## config.mk

```make
export PLATFORM = sky130hd
export DESIGN_NAME = hazard_unit_flat
export DESIGN_NICKNAME = d
export VERILOG_FILES = /design/src/rtl/hazard_pkg.sv /design/src/rtl/hazard_unit_if.sv /design/src/rtl/hazard_stats.sv /design/src/rtl/hazard_unit.sv /design/src/flat_wrapper.sv
export SDC_FILE = /design/constraint.sdc
export NUM_CORES = 1
export LEC_CHECK = 0
export ABC_AREA = 1
export BUFFER_PORTS_ARGS = -buffer_cell sky130_fd_sc_hd__buf_2
export CORE_AREA = 2 2 41 58
export DETAILED_ROUTE_END_ITERATION = 10
export DIE_AREA = 0 0 43 60
export HOLD_SLACK_MARGIN = 0.05
export MAX_ROUTING_LAYER = met4
export PLACE_DENSITY_LB_ADDON = 0.12
export SKIP_CTS_REPAIR_TIMING = 1
export SYNTH_ARGS = -nofsm -noshare
export SYNTH_HDL_FRONTEND = slang
export SYNTH_HIERARCHICAL = 1
export SYNTH_SLANG_ARGS = --single-unit
```

## constraint.sdc

```tcl
create_clock -name clk -period 1.17 [get_ports clk]
set_input_delay 0.117 -clock clk [delete_from_list [all_inputs] [get_ports clk]]
set_output_delay 0.117 -clock clk [all_outputs]
set_load 0.01 [all_outputs]
```

## src/rtl/hazard_pkg.sv

```systemverilog
// Shared definitions for the pipeline hazard controller: FSM state
// encodings, the hardwired zero register index and default widths.
package hazard_pkg;

  localparam int W_DEF    = 5;
  localparam int CW_DEF   = 16;
  localparam int ZERO_REG = 0;

  typedef enum logic [1:0] {
    RUN      = 2'd0,
    STALL    = 2'd1,
    HOLD     = 2'd2,
    REDIRECT = 2'd3
  } state_t;

endpackage

```

## src/rtl/hazard_unit_if.sv

```systemverilog
// Pipeline-side signal bundle of the hazard controller: the ID/EX and
// MEM fields it watches and the enables/flush strobes it drives.
// master = pipeline datapath, slave = hazard_unit.
interface hazard_unit_if #(parameter int W = hazard_pkg::W_DEF);

  logic [W-1:0] id_rs;
  logic [W-1:0] id_rt;
  logic         id_uses_rt;
  logic         ex_MemRead;
  logic [W-1:0] ex_rt;
  logic         mem_pc_src;
  logic         hold_req;

  logic         pc_write;
  logic         if_id_write;
  logic         if_id_flush;
  logic         id_ex_flush;
  logic         ex_mem_flush;

  modport master (
    output id_rs, id_rt, id_uses_rt, ex_MemRead, ex_rt, mem_pc_src, hold_req,
    input  pc_write, if_id_write, if_id_flush, id_ex_flush, ex_mem_flush
  );

  modport slave (
    input  id_rs, id_rt, id_uses_rt, ex_MemRead, ex_rt, mem_pc_src, hold_req,
    output pc_write, if_id_write, if_id_flush, id_ex_flush, ex_mem_flush
  );

endinterface

```

## src/rtl/hazard_stats.sv

```systemverilog
// Saturating hazard statistics: stall cycles and redirect events.
// Only instantiated when HAZARD_STATS_EN is defined.
module hazard_stats #(
  parameter int CW = hazard_pkg::CW_DEF
) (
  input  logic          clk,
  input  logic          reset,
  input  logic          clear,
  input  logic          stall_inc,
  input  logic          flush_inc,
  output logic [CW-1:0] stall_count,
  output logic [CW-1:0] flush_count
);

  localparam logic [CW-1:0] MAX = '1;

  // Counters: clear beats increment, both stick at all-ones.
  always_ff @(posedge clk or negedge reset) begin
    if (!reset) begin
      stall_count <= '0;
      flush_count <= '0;
    end else if (clear) begin
      stall_count <= '0;
      flush_count <= '0;
    end else begin
      // NOTE: non-blocking assignments for all flop state so every
      // register samples pre-edge values regardless of block order.
      if (stall_inc && stall_count != MAX) stall_count <= stall_count + CW'(1);
      if (flush_inc && flush_count != MAX) flush_count <= flush_count + CW'(1);
    end
  end

endmodule

```

## src/rtl/hazard_unit.sv

```systemverilog
// Pipeline hazard controller: load-use stalls, external holds and
// MEM-stage redirects, with combinational stall/flush outputs.
// Optional statistics counters are built when HAZARD_STATS_EN is defined;
// otherwise stall_count/flush_count read as zero and stats_clear is ignored.
module hazard_unit
  import hazard_pkg::*;
#(
  parameter int W  = W_DEF,
  parameter int CW = CW_DEF
) (
  input  logic          clk,
  input  logic          reset,
  hazard_unit_if.slave  hz,
  input  logic          stats_clear,
  output logic [1:0]    state_out,
  output logic [CW-1:0] stall_count,
  output logic [CW-1:0] flush_count
);

  state_t state, next_state;
  logic   luh;
  logic   pc_write;

  // Load-use: a load in EX writes a register the ID instruction reads.
  assign luh = hz.ex_MemRead && (hz.ex_rt != W'(ZERO_REG)) &&
               ((hz.ex_rt == hz.id_rs) || (hz.id_uses_rt && hz.ex_rt == hz.id_rt));

  // State register; reset aborts any stall/hold in progress.
  always_ff @(posedge clk or negedge reset) begin
    if (!reset) state <= RUN;
    else        state <= next_state;
  end

  // Next state by priority: redirect > hold > load-use (masked in STALL).
  always_comb begin
    // NOTE: default assignment first so no path leaves next_state
    // unassigned, which would infer a latch.
    next_state = RUN;
    if (hz.mem_pc_src)              next_state = REDIRECT;
    else if (hz.hold_req)           next_state = HOLD;
    else if (luh && state != STALL) next_state = STALL;
  end

  // Outputs decoded from this cycle's action; all low while in reset.
  always_comb begin
    pc_write        = 1'b0;
    hz.if_id_write  = 1'b0;
    hz.if_id_flush  = 1'b0;
    hz.id_ex_flush  = 1'b0;
    hz.ex_mem_flush = 1'b0;
    if (reset) begin
      unique case (next_state)
        REDIRECT: begin
          pc_write        = 1'b1;
          hz.if_id_write  = 1'b1;
          hz.if_id_flush  = 1'b1;
          hz.id_ex_flush  = 1'b1;
          hz.ex_mem_flush = 1'b1;
        end
        HOLD, STALL: begin
          hz.id_ex_flush  = 1'b1;
        end
        default: begin
          pc_write        = 1'b1;
          hz.if_id_write  = 1'b1;
        end
      endcase
    end
  end

  assign hz.pc_write = pc_write;
  assign state_out   = state;

`ifdef HAZARD_STATS_EN
  hazard_stats #(.CW(CW)) u_stats (
    .clk         (clk),
    .reset       (reset),
    .clear       (stats_clear),
    .stall_inc   (~pc_write),
    .flush_inc   (hz.mem_pc_src),
    .stall_count (stall_count),
    .flush_count (flush_count)
  );
`else
  logic stats_clear_unused;
  assign stats_clear_unused = stats_clear;
  assign stall_count = '0;
  assign flush_count = '0;
`endif

endmodule

```

## src/flat_wrapper.sv

```systemverilog
// flat-port wrapper written by rule: the top's interface ports become plain ports
module hazard_unit_flat import hazard_pkg::*;
#(
  parameter int W  = W_DEF,
  parameter int CW = CW_DEF
)
  (clk, reset, stats_clear, state_out, stall_count, flush_count, hz_id_rs, hz_id_rt, hz_id_uses_rt, hz_ex_MemRead, hz_ex_rt, hz_mem_pc_src, hz_hold_req, hz_pc_write, hz_if_id_write, hz_if_id_flush, hz_id_ex_flush, hz_ex_mem_flush);
  hazard_unit_if #(.W(W)) hz_i ();
  input  logic clk;
  input  logic reset;
  input  logic stats_clear;
  output logic [1:0] state_out;
  output logic [CW-1:0] stall_count;
  output logic [CW-1:0] flush_count;
  input wire logic [$bits(hz_i.id_rs)-1:0] hz_id_rs;
  input wire logic [$bits(hz_i.id_rt)-1:0] hz_id_rt;
  input wire logic [$bits(hz_i.id_uses_rt)-1:0] hz_id_uses_rt;
  input wire logic [$bits(hz_i.ex_MemRead)-1:0] hz_ex_MemRead;
  input wire logic [$bits(hz_i.ex_rt)-1:0] hz_ex_rt;
  input wire logic [$bits(hz_i.mem_pc_src)-1:0] hz_mem_pc_src;
  input wire logic [$bits(hz_i.hold_req)-1:0] hz_hold_req;
  output wire logic [$bits(hz_i.pc_write)-1:0] hz_pc_write;
  output wire logic [$bits(hz_i.if_id_write)-1:0] hz_if_id_write;
  output wire logic [$bits(hz_i.if_id_flush)-1:0] hz_if_id_flush;
  output wire logic [$bits(hz_i.id_ex_flush)-1:0] hz_id_ex_flush;
  output wire logic [$bits(hz_i.ex_mem_flush)-1:0] hz_ex_mem_flush;
  assign hz_i.id_rs = hz_id_rs;
  assign hz_i.id_rt = hz_id_rt;
  assign hz_i.id_uses_rt = hz_id_uses_rt;
  assign hz_i.ex_MemRead = hz_ex_MemRead;
  assign hz_i.ex_rt = hz_ex_rt;
  assign hz_i.mem_pc_src = hz_mem_pc_src;
  assign hz_i.hold_req = hz_hold_req;
  assign hz_pc_write = hz_i.pc_write;
  assign hz_if_id_write = hz_i.if_id_write;
  assign hz_if_id_flush = hz_i.if_id_flush;
  assign hz_id_ex_flush = hz_i.id_ex_flush;
  assign hz_ex_mem_flush = hz_i.ex_mem_flush;
  hazard_unit #(.W(W), .CW(CW)) u_core (.clk(clk), .reset(reset), .hz(hz_i), .stats_clear(stats_clear), .state_out(state_out), .stall_count(stall_count), .flush_count(flush_count));
endmodule
```

==> results of run 1 <==
## worst min-delay path by stage
stage	startpoint	to	slack, ps	cells past startpoint
6_report	hz_mem_pc_src	u_core/state_out[0]	180	3
5_1_grt	hz_mem_pc_src	u_core/state_out[0]	200	3
4_1_cts	reset	u_core/state_out[0]	-330	1
3_5_place_dp	reset	u_core/state_out[0]	-80	1
3_3_place_gp	reset	u_core/state_out[1]	-80	1
2_1_floorplan	reset	u_core/state_out[0]	-180	0
## final cells by class
| cell class | count | area share |
|---|---|---|
| inverters | 20 | 0.1026 |
| clock buffers | 3 | 0.03077 |
| well taps | 22 | 0.03761 |
| flip-flops and latches | 2 | 0.06838 |
| repair buffers | 31 | 0.2632 |
| multi-input cells | 81 | 0.4974 |
## cells by family (layout without fill, tap and decap cells)
kind of cell,Yosys count,after routing,share of synthesized area
other,1,32,0.006257
AND/OR/NAND/NOR,43,43,0.2777
adder cells (fa/ha/maj),2,2,0.04175
buffers and inverters,54,54,0.5511
AO/OA/AOI/OAI,3,3,0.02504
XOR/XNOR,1,1,0.01462
flip-flops,2,2,0.08351
## metal layers
metal  vias to the layer above  routed length, um  track usage
met3                         0                141      0.03021
met1                       235                389      0.05967
met2                        37                597       0.1623
met5                         -                  0            -
li1                        303                  -            -
met4                         0                  0      0.03896
## critical path: cells and delay by family (launching register included)
kind / cells / cell delay, ps
and+or+nand+nor: 3 / 270
DFF: 1 / 350
buffers and inverters: 3 / 220
adders and majority gates: 1 / 210
AOI/OAI and AO/OA: 2 / 200
## power by group
| group | internal (mW) | leakage [nW] | switching, mW | total [mW] |
|---|---|---|---|---|
| clock network | 0.113 | 0.0138 | 0.0413 | 0.155 |
| logic | 0.0897 | 0.476 | 0.134 | 0.223 |
| registers | 0.0735 | 0.0219 | 0.00274 | 0.0763 |
## cells in the final DEF, fill, tap and decap left out, drive strengths merged
master       netlist  final
a21oi              2      2
nand4              1      1
buf               34     30
conb               1     32
dlygate4sd3        0      1
o21ai              1      1
clkbuf             0      3
xnor2              1      1
nand2             31     31
nand3              2      2
inv               20     20
ha                 2      2
nor2               9      9
dfrtp              2      2
## stage by stage
stage	hold slack, ps	setup WS, ps
final	177.9	-416.3
after global routing	199.8	-525.9
after CTS	-327.5	-442.2
after detailed placement	-84.17	-208.6
after global placement	-82.05	-199.6
after floorplan	-178.6	-232.0
==> results.txt, run 1 <==
status: finished, violations left
later-pin clock latency in the skew report: 220 ps
global-route wire length before repair: 1.545 mm
final worst slack: -416.3 ps
FF/Latch Area: 50.05 um^2
main flop type after synthesis: dfrtp_1
Hold Vio Cnt, Final: 0
via count: 575
DIE AREA: 0.002580 mm^2
failing checks: setup timing
pin count of the biggest net entering global routing: 5
hold crit path type: in -> reg
Syn Area/Cell: 5.654 um^2
CTS max path bufs: 2
clock root cell: clkbuf_4
Die Wd: 43 um
core footprint: 0.002102 mm^2
Die Ht: 60 um
starting DRC count in detailed routing: 4
proportion of netlist area held by the largest area contributor: 0.4259
synth-to-layout area growth: 22.13%
max-slew violations: 0
CTS buffer count: 3
placed cell areas: 648.1 um^2
CP Class: reg -> out
pwr dens: 620.5 mW/mm^2
Synthesis Warnings: 6
min Tclk post-route: 1586 ps
Clock transition at path regs: 30 ps
Final nets: 163
FP Rows: 20
Synth area leaders: buf_4, nand2_1, inv_1
fraction of registers with async set/reset: 1.000
CTS tree: done
Antenna diodes: 0
IO buf count: 27
WL/cell: 7.094 um
CP Launch Point: u_core/state_out[1]
CP Capture Type: primary output
Clock Sinks: 2
number of flip-flops under the largest register name: 2
f_max: 630.4 MHz
Via-to-Cell Ratio: 3.616
hpwl dp: 917.3 um
CTS H-Tree Depth: 1
number of library cell types mapped by synthesis: 13
FF-to-FF setup slack: 290 ps
number of synthesized flops with an enable pin: 0
Final Setup Violations: 5
share of cells above drive strength 1: 0.2993
Final GP Congestion: 0.7357
setup TNS: -1743 ps
Max Cap Viol: 0
io pins: 61
fillers: 248
Worst EP arrival: 1470 ps
worst path required time: 1050 ps
most common cell in the netlist: buf_4
RR Startpoint: u_core/state_out[1]
RSZ-0062 raised after global routing: true
initial antenna violation count: 0
r2r endpoint: u_core/state_out[0]
cell count after synthesis: 106
final cell count without fillers: 159
leakage power: 0.5121 nW
CP endpoint: hz_pc_write
DRC violations left: 0
Reg2Reg Depth: 6
Seq/Total Area, Yosys: 0.08351
First-pass DRT Iterations: 4
GRT Total Usage: 0.08053
total gr overflow: 0
Total Power: 454.2 uW
vias in the first global route: 468
CP max stage delay: 350 ps
post-route ant nets: 0
critical-path maximum fanout: 2
Worst Setup Start Kind: register
Post-Place Cells: 155
Synth area leader: buf_4
CP Cell Sequence: inv_2 > a21oi_2 > o21ai_1 > inv_1 > nand2_1 > nand2_2 > ha_4 > nor2_4 > buf_6
Cell Area, Synth: 599.3 um^2
synthesis-stage register bit count: 2
fin area: 732.0 um^2
Worst Skew: 1.621 ps
top cells by count, synth: buf_4, nand2_1, inv_1
Initial Utilization: 0.2851
Worst path slowest cell: dfrtp_1
Max VDD drop: 0.0001929 V
crit share post-route: 1.356
Final Util: 0.3482
area of the multi-input gates: 364.1 um^2
final WL: 1.128 mm
No activity file was read; power rests on OpenSTA's default activity.
==> run 2: changes to the inputs <==
--- a/config.mk
+++ b/config.mk
@@ -5,11 +5,10 @@
 export SDC_FILE = /design/constraint.sdc
 export NUM_CORES = 1
 export LEC_CHECK = 0
-export ABC_AREA = 1
 export BUFFER_PORTS_ARGS = -buffer_cell sky130_fd_sc_hd__buf_2
-export CORE_AREA = 2 2 41 58
+export CORE_AREA = 2 2 46 48
 export DETAILED_ROUTE_END_ITERATION = 10
-export DIE_AREA = 0 0 43 60
+export DIE_AREA = 0 0 48 50
 export HOLD_SLACK_MARGIN = 0.05
 export MAX_ROUTING_LAYER = met4
 export PLACE_DENSITY_LB_ADDON = 0.12
==> run 2 against run 1 <==
- the run still ends with setup timing left
- die area down 7.0%
- count of clock-buffer cells in the layout unchanged
- register-to-register slack worse by 70 ps
- core utilization down 1.9 points
- clock skew about the same
- non-clock buffer count down 3
==> results.txt, run 2 <==
CTS tree: done (unchanged)
leakage power: 0.3422 nW (was 0.5121 nW)
Synth area leaders: buf_4, xnor2_1, dfrtp_1 (was buf_4, nand2_1, inv_1)
proportion of netlist area held by the largest area contributor: 0.4939 (was 0.4259)
Hold Vio Cnt, Final: 0 (unchanged)
Worst EP arrival: 1590 ps (was 1470 ps)
final worst slack: -538.7 ps (was -416.3 ps)
initial antenna violation count: 0 (unchanged)
DRC violations left: 0 (unchanged)
Final Setup Violations: 5 (unchanged)
Worst Skew: 1.381 ps (was 1.621 ps)
Die Wd: 48 um (was 43 um)
pre-CTS setup slack: -340.6 ps (was -208.6 ps)
fillers: 212 (was 248)
RSZ-0062 raised after global routing: true (unchanged)
most common cell in the netlist: buf_4 (unchanged)
Worst Setup Start Kind: register (unchanged)
global-route wire length before repair: 1.090 mm (was 1.545 mm)
Seq/Total Area, Yosys: 0.09685 (was 0.08351)
DIE AREA: 0.002400 mm^2 (was 0.002580 mm^2)
area of the multi-input gates: 351.6 um^2 (was 364.1 um^2)
hold crit path type: in -> reg (unchanged)
Via-to-Cell Ratio: 3.289 (was 3.616)
later-pin clock latency in the skew report: 220 ps (about the same)
f_max: 585.2 MHz (was 630.4 MHz)
worst path required time: 1050 ps (about the same)
number of synthesized flops with an enable pin: 0 (unchanged)
synth-to-layout area growth: 21.07% (was 22.13%)
CTS H-Tree Depth: 1 (unchanged)
pin count of the biggest net entering global routing: 6 (was 5)
CP Capture Type: primary output (unchanged)
Initial Utilization: 0.2717 (was 0.2851)
commonest cells after routing, fill and taps aside: conb_1, buf_2, xnor2_1 (was conb_1, nand2_1, buf_2)
post-route ant nets: 0 (unchanged)
pwr dens: 669.1 mW/mm^2 (was 620.5 mW/mm^2)
Final nets: 120 (was 163)
Die Ht: 50 um (was 60 um)
core footprint: 0.001902 mm^2 (was 0.002102 mm^2)
synthesis-stage register bit count: 2 (unchanged)
clock root cell: clkbuf_4 (unchanged)
Worst path slowest cell: dfrtp_1 (unchanged)
number of flip-flops under the largest register name: 2 (unchanged)
fraction of registers with async set/reset: 1.000 (unchanged)
Clock Sinks: 2 (unchanged)
Cell Area, Synth: 516.7 um^2 (was 599.3 um^2)
Buf/Inv on CP: 1 (was 3)
most common cell after layout, fill and taps aside: conb_1 (unchanged)
hpwl dp: 773.6 um (was 917.3 um)
Max Cap Viol: 0 (unchanged)
via count: 398 (was 575)
FP Rows: 16 (was 20)
family with the most delay on the worst path: simple AND/OR/NAND/NOR gates (was flip-flops)
main flop type after synthesis: dfrtp_1 (unchanged)
critical-path maximum fanout: 2 (unchanged)
final WL: 810 um (was 1.128 mm)
Synthesis Warnings: 6 (unchanged)
CTS max path bufs: 2 (unchanged)
Total Power: 418.6 uW (was 454.2 uW)
max-slew violations: 0 (unchanged)
crit share post-route: 1.460 (was 1.356)
Final GP Congestion: 0.6006 (was 0.7357)
Syn Area/Cell: 7.829 um^2 (was 5.654 um^2)
starting DRC count in detailed routing: 2 (was 4)
First-pass DRT Iterations: 3 (was 4)
Antenna diodes: 0 (unchanged)
status: finished, violations left (unchanged)
IO buf count: 27 (unchanged)
failing checks: setup timing (unchanged)
number of library cell types mapped by synthesis: 18 (was 13)
CTS buffer count: 3 (unchanged)
total gr overflow: 0 (unchanged)
GRT Total Usage: 0.06491 (was 0.08053)
WL/cell: 6.694 um (was 7.094 um)
CP max stage delay: 360 ps (was 350 ps)
cell count after synthesis: 66 (was 106)
FF/Latch Area: 50.05 um^2 (unchanged)
Synth area leader: buf_4 (unchanged)
Max VDD drop: 0.0002152 V (was 0.0001929 V)
top cells by count, synth: buf_4, xnor2_1, nand2_1, nor2b_1 (was buf_4, nand2_1, inv_1)
min Tclk post-route: 1709 ps (was 1586 ps)
CP Class: reg -> out (unchanged)
vias in the first global route: 302 (was 468)
io pins: 61 (unchanged)
Clock transition at path regs: 30 ps (about the same)
share of cells above drive strength 1: 0.3936 (was 0.2993)
CP Cell Sequence: nor2b_4 > nor3b_2 > a31o_1 > ha_1 > nor2b_2 > buf_2 (was inv_2 > a21oi_2 > o21ai_1 > inv_1 > nand2_1 > nand2_2 > ha_4 > nor2_4 > buf_6)
run 2: metrics by stage:
stage	utilization	area, um^2	std cells	TNS, ps	hold WS (ps)
6_report	0.3289	625.6	121	-2293	160.0
3_3_place_gp	0.3020	574.3	117	-1323	-75.89
4_1_cts	0.3138	596.8	120	-2422	-312.4
3_5_place_dp	0.3020	574.3	117	-1362	-75.33
5_1_grt	0.3289	625.6	121	-2777	169.9
2_1_floorplan	-	664.4	97	-892.0	-178.6
run 2: worst reg2reg max path, stage by stage, from the launching register on:
cell	delay, ps
dfrtp_1	360
nor2b_4	120
nor3b_2	200
a31o_1	200
run 2: path summary, 6_finish.rpt:
path	end	slack, ps	startpoint	cells after the start
setup / recovery	hz_if_id_write	-540	u_core/state_out[0]	6
hold / removal	u_core/state_out[0]	160	hz_mem_pc_src	2
setup reg to reg	u_core/state_out[0]	220	u_core/state_out[0]	3
hold reg to reg	u_core/state_out[0]	760	u_core/state_out[0]	3
max in group asynchronous	u_core/state_out[1]	790	reset	2
min in group asynchronous	u_core/state_out[0]	260	reset	2
run 2: cell type report:
| cell class | count | share of cell area |
|---|---|---|
| multi-input cells | 60 | 0.5620 |
| repair buffers | 28 | 0.2620 |
| flip-flops and latches | 2 | 0.08000 |
| well taps | 27 | 0.05400 |
| clock buffers | 3 | 0.03600 |
| inverters | 1 | 0.006000 |
run 2: logic make-up (layout without fill, tap and decap cells):
logic type,count (synthesis),in the layout,synth area share
flops,2,2,0.09686
fa+ha+maj,2,2,0.04842
simple gates,13,13,0.1356
xor+xnor,10,10,0.1695
other cells,1,32,0.007257
buf+inv,35,32,0.5012
compound gates,3,3,0.04118
run 2: metal layers:
| layer | part of all wire | vias to the layer above | global-route usage |
|---|---|---|---|
| met3 | 0.15 | 0 | 0.01099 |
| met2 | 0.51 | 31 | 0.1000 |
| met4 | 0 | 0 | 0.05405 |
| li1 | - | 199 | - |
| met5 | 0 | - | - |
| met1 | 0.34 | 168 | 0.06783 |
run 2: power by group:
group / switching [mW] / internal (mW)
sequential: 0.00249 / 0.0735
clock: 0.0342 / 0.113
combinational: 0.108 / 0.0877
==> run 3: changes to the inputs <==
--- a/config.mk
+++ b/config.mk
@@ -11,7 +11,7 @@
 export DIE_AREA = 0 0 48 50
 export HOLD_SLACK_MARGIN = 0.05
 export MAX_ROUTING_LAYER = met4
-export PLACE_DENSITY_LB_ADDON = 0.12
+export PLACE_DENSITY_LB_ADDON = 0.3
 export SKIP_CTS_REPAIR_TIMING = 1
 export SYNTH_ARGS = -nofsm -noshare
 export SYNTH_HDL_FRONTEND = slang
==> run 3 against run 2 <==
- register-to-register slack about the same
- non-clock buffer count unchanged
- largest power group unchanged
- the flow still finishes with violations (setup timing)
- fmax decreased by 0.49%
- worst hold slack got worse by 3.7 ps
- combinational power about the same
- wire length increased by 8.0%
==> results.txt, run 3 (same netlist as run 2, synthesis figures left out) <==
status: finished, violations left (unchanged)
Final Setup Violations: 5 (unchanged)
number of flip-flops under the largest register name: 2 (unchanged)
via count: 392 (was 398)
final WL: 875 um (was 810 um)
commonest cells after routing, fill and taps aside: conb_1, buf_2, xnor2_1 (unchanged)
CTS max path bufs: 2 (unchanged)
hpwl dp: 806.8 um (was 773.6 um)
area of the multi-input gates: 351.6 um^2 (unchanged)
failing checks: setup timing (unchanged)
total gr overflow: 0 (unchanged)
Final nets: 120 (unchanged)
later-pin clock latency in the skew report: 220 ps (about the same)
final worst slack: -547.1 ps (was -538.7 ps)
min Tclk post-route: 1717 ps (was 1709 ps)
worst path required time: 1050 ps (about the same)
WL/cell: 7.231 um (was 6.694 um)
io pins: 61 (unchanged)
Hold Vio Cnt, Final: 0 (unchanged)
DIE AREA: 0.002400 mm^2 (unchanged)
Clock Sinks: 2 (unchanged)
leakage power: 0.3422 nW (about the same)
vias in the first global route: 298 (was 302)
IO buf count: 27 (unchanged)
fillers: 218 (was 212)
CTS tree: done (unchanged)
share of cells above drive strength 1: 0.3936 (unchanged)
CP Class: reg -> out (unchanged)
worst hold slack: 156.2 ps (was 160.0 ps)
Die Wd: 48 um (unchanged)
Max Cap Viol: 0 (unchanged)
CTS buffer count: 3 (unchanged)
CTS H-Tree Depth: 1 (unchanged)
Worst EP arrival: 1600 ps (was 1590 ps)
setup TNS: -2342 ps (was -2293 ps)
f_max: 582.4 MHz (was 585.2 MHz)
Max VDD drop: 0.0001567 V (was 0.0002152 V)
pin count of the biggest net entering global routing: 6 (unchanged)
max-slew violations: 0 (unchanged)
crit share post-route: 1.468 (was 1.460)
busiest grt layer: met2 (unchanged)
Total Power: 421.7 uW (was 418.6 uW)
Worst Setup Start Kind: register (unchanged)
Antenna diodes: 0 (unchanged)
met2 GRT Util: 0.1156 (was 0.1000)
RSZ-0062 raised after global routing: true (unchanged)
DRC violations left: 0 (unchanged)
met1 usage: 0.05677 (was 0.06783)
FP Rows: 16 (unchanged)
CP Capture Type: primary output (unchanged)
grt met3 use: 0.01099 (unchanged)
critical-path maximum fanout: 2 (unchanged)
clock root cell: clkbuf_4 (unchanged)
Final GP Congestion: 0.6360 (was 0.6006)
hold crit path type: in -> reg (unchanged)
GRT Total Usage: 0.06629 (was 0.06491)
synth-to-layout area growth: 21.07% (unchanged)
Initial Utilization: 0.2717 (unchanged)
fin area: 625.6 um^2 (unchanged)
Clock transition at path regs: 30 ps (about the same)
initial antenna violation count: 0 (unchanged)
global-route wire length before repair: 1.076 mm (was 1.090 mm)
Via-to-Cell Ratio: 3.240 (was 3.289)
core footprint: 0.001902 mm^2 (unchanged)
most common cell after layout, fill and taps aside: conb_1 (unchanged)
Die Ht: 50 um (unchanged)
First-pass DRT Iterations: 3 (unchanged)
pwr dens: 674.1 mW/mm^2 (was 669.1 mW/mm^2)
Worst Skew: 0.3648 ps (was 1.381 ps)
placed cell areas: 574.3 um^2 (unchanged)
FF/Latch Area: 50.05 um^2 (unchanged)
post-route ant nets: 0 (unchanged)
starting DRC count in detailed routing: 1 (was 2)
-- run 3: per-stage QoR --
stage                     std cells    util  setup WS (ps)
final                           121  0.3289         -547.1
after CTS                       120  0.3138         -567.0
after floorplan                  97       -         -354.5
after global placement          117  0.3020         -370.8
after detailed placement        117  0.3020         -403.0
after global routing            121  0.3289         -645.1
-- run 3: cell type report --
class                      instances  area share
timing repair buffer              28      0.2620
tap                               27     0.05400
sequential                         2     0.08000
clock buffer                       3     0.03600
multi-input combinational         60      0.5620
inverter                           1    0.006000
-- run 3: power by group --
group          internal (mW)  switching (mW)
sequential            0.0735         0.00280
clock                  0.113          0.0353
combinational         0.0878           0.110
-- run 3: path summary, 6_finish.rpt --
| check | depth (start not counted) | end | start | slack (ps) |
|---|---|---|---|---|
| max in group asynchronous | 2 | u_core/state_out[1] | reset | 790 |
| setup / recovery | 6 | hz_if_id_write | u_core/state_out[0] | -550 |
| setup reg to reg | 3 | u_core/state_out[0] | u_core/state_out[0] | 220 |
| min in group asynchronous | 2 | u_core/state_out[0] | reset | 250 |
| hold reg to reg | 3 | u_core/state_out[0] | u_core/state_out[0] | 770 |
| hold / removal | 2 | u_core/state_out[0] | hz_mem_pc_src | 160 |
-- run 3: critical path, stage by stage (launching register included) --
cell and delay, ps:
dfrtp_1 370, nor2b_4 130, nor3b_2 180, a31o_1 190, ha_1 240, nor2b_2 120, buf_2 140
-- run 3: per-layer routing --
metal  routed length (um)  vias up
met5                    0        -
met2                  465       37
li1                     -      198
met4                    0        0
met1                  289      157
met3                  121        0
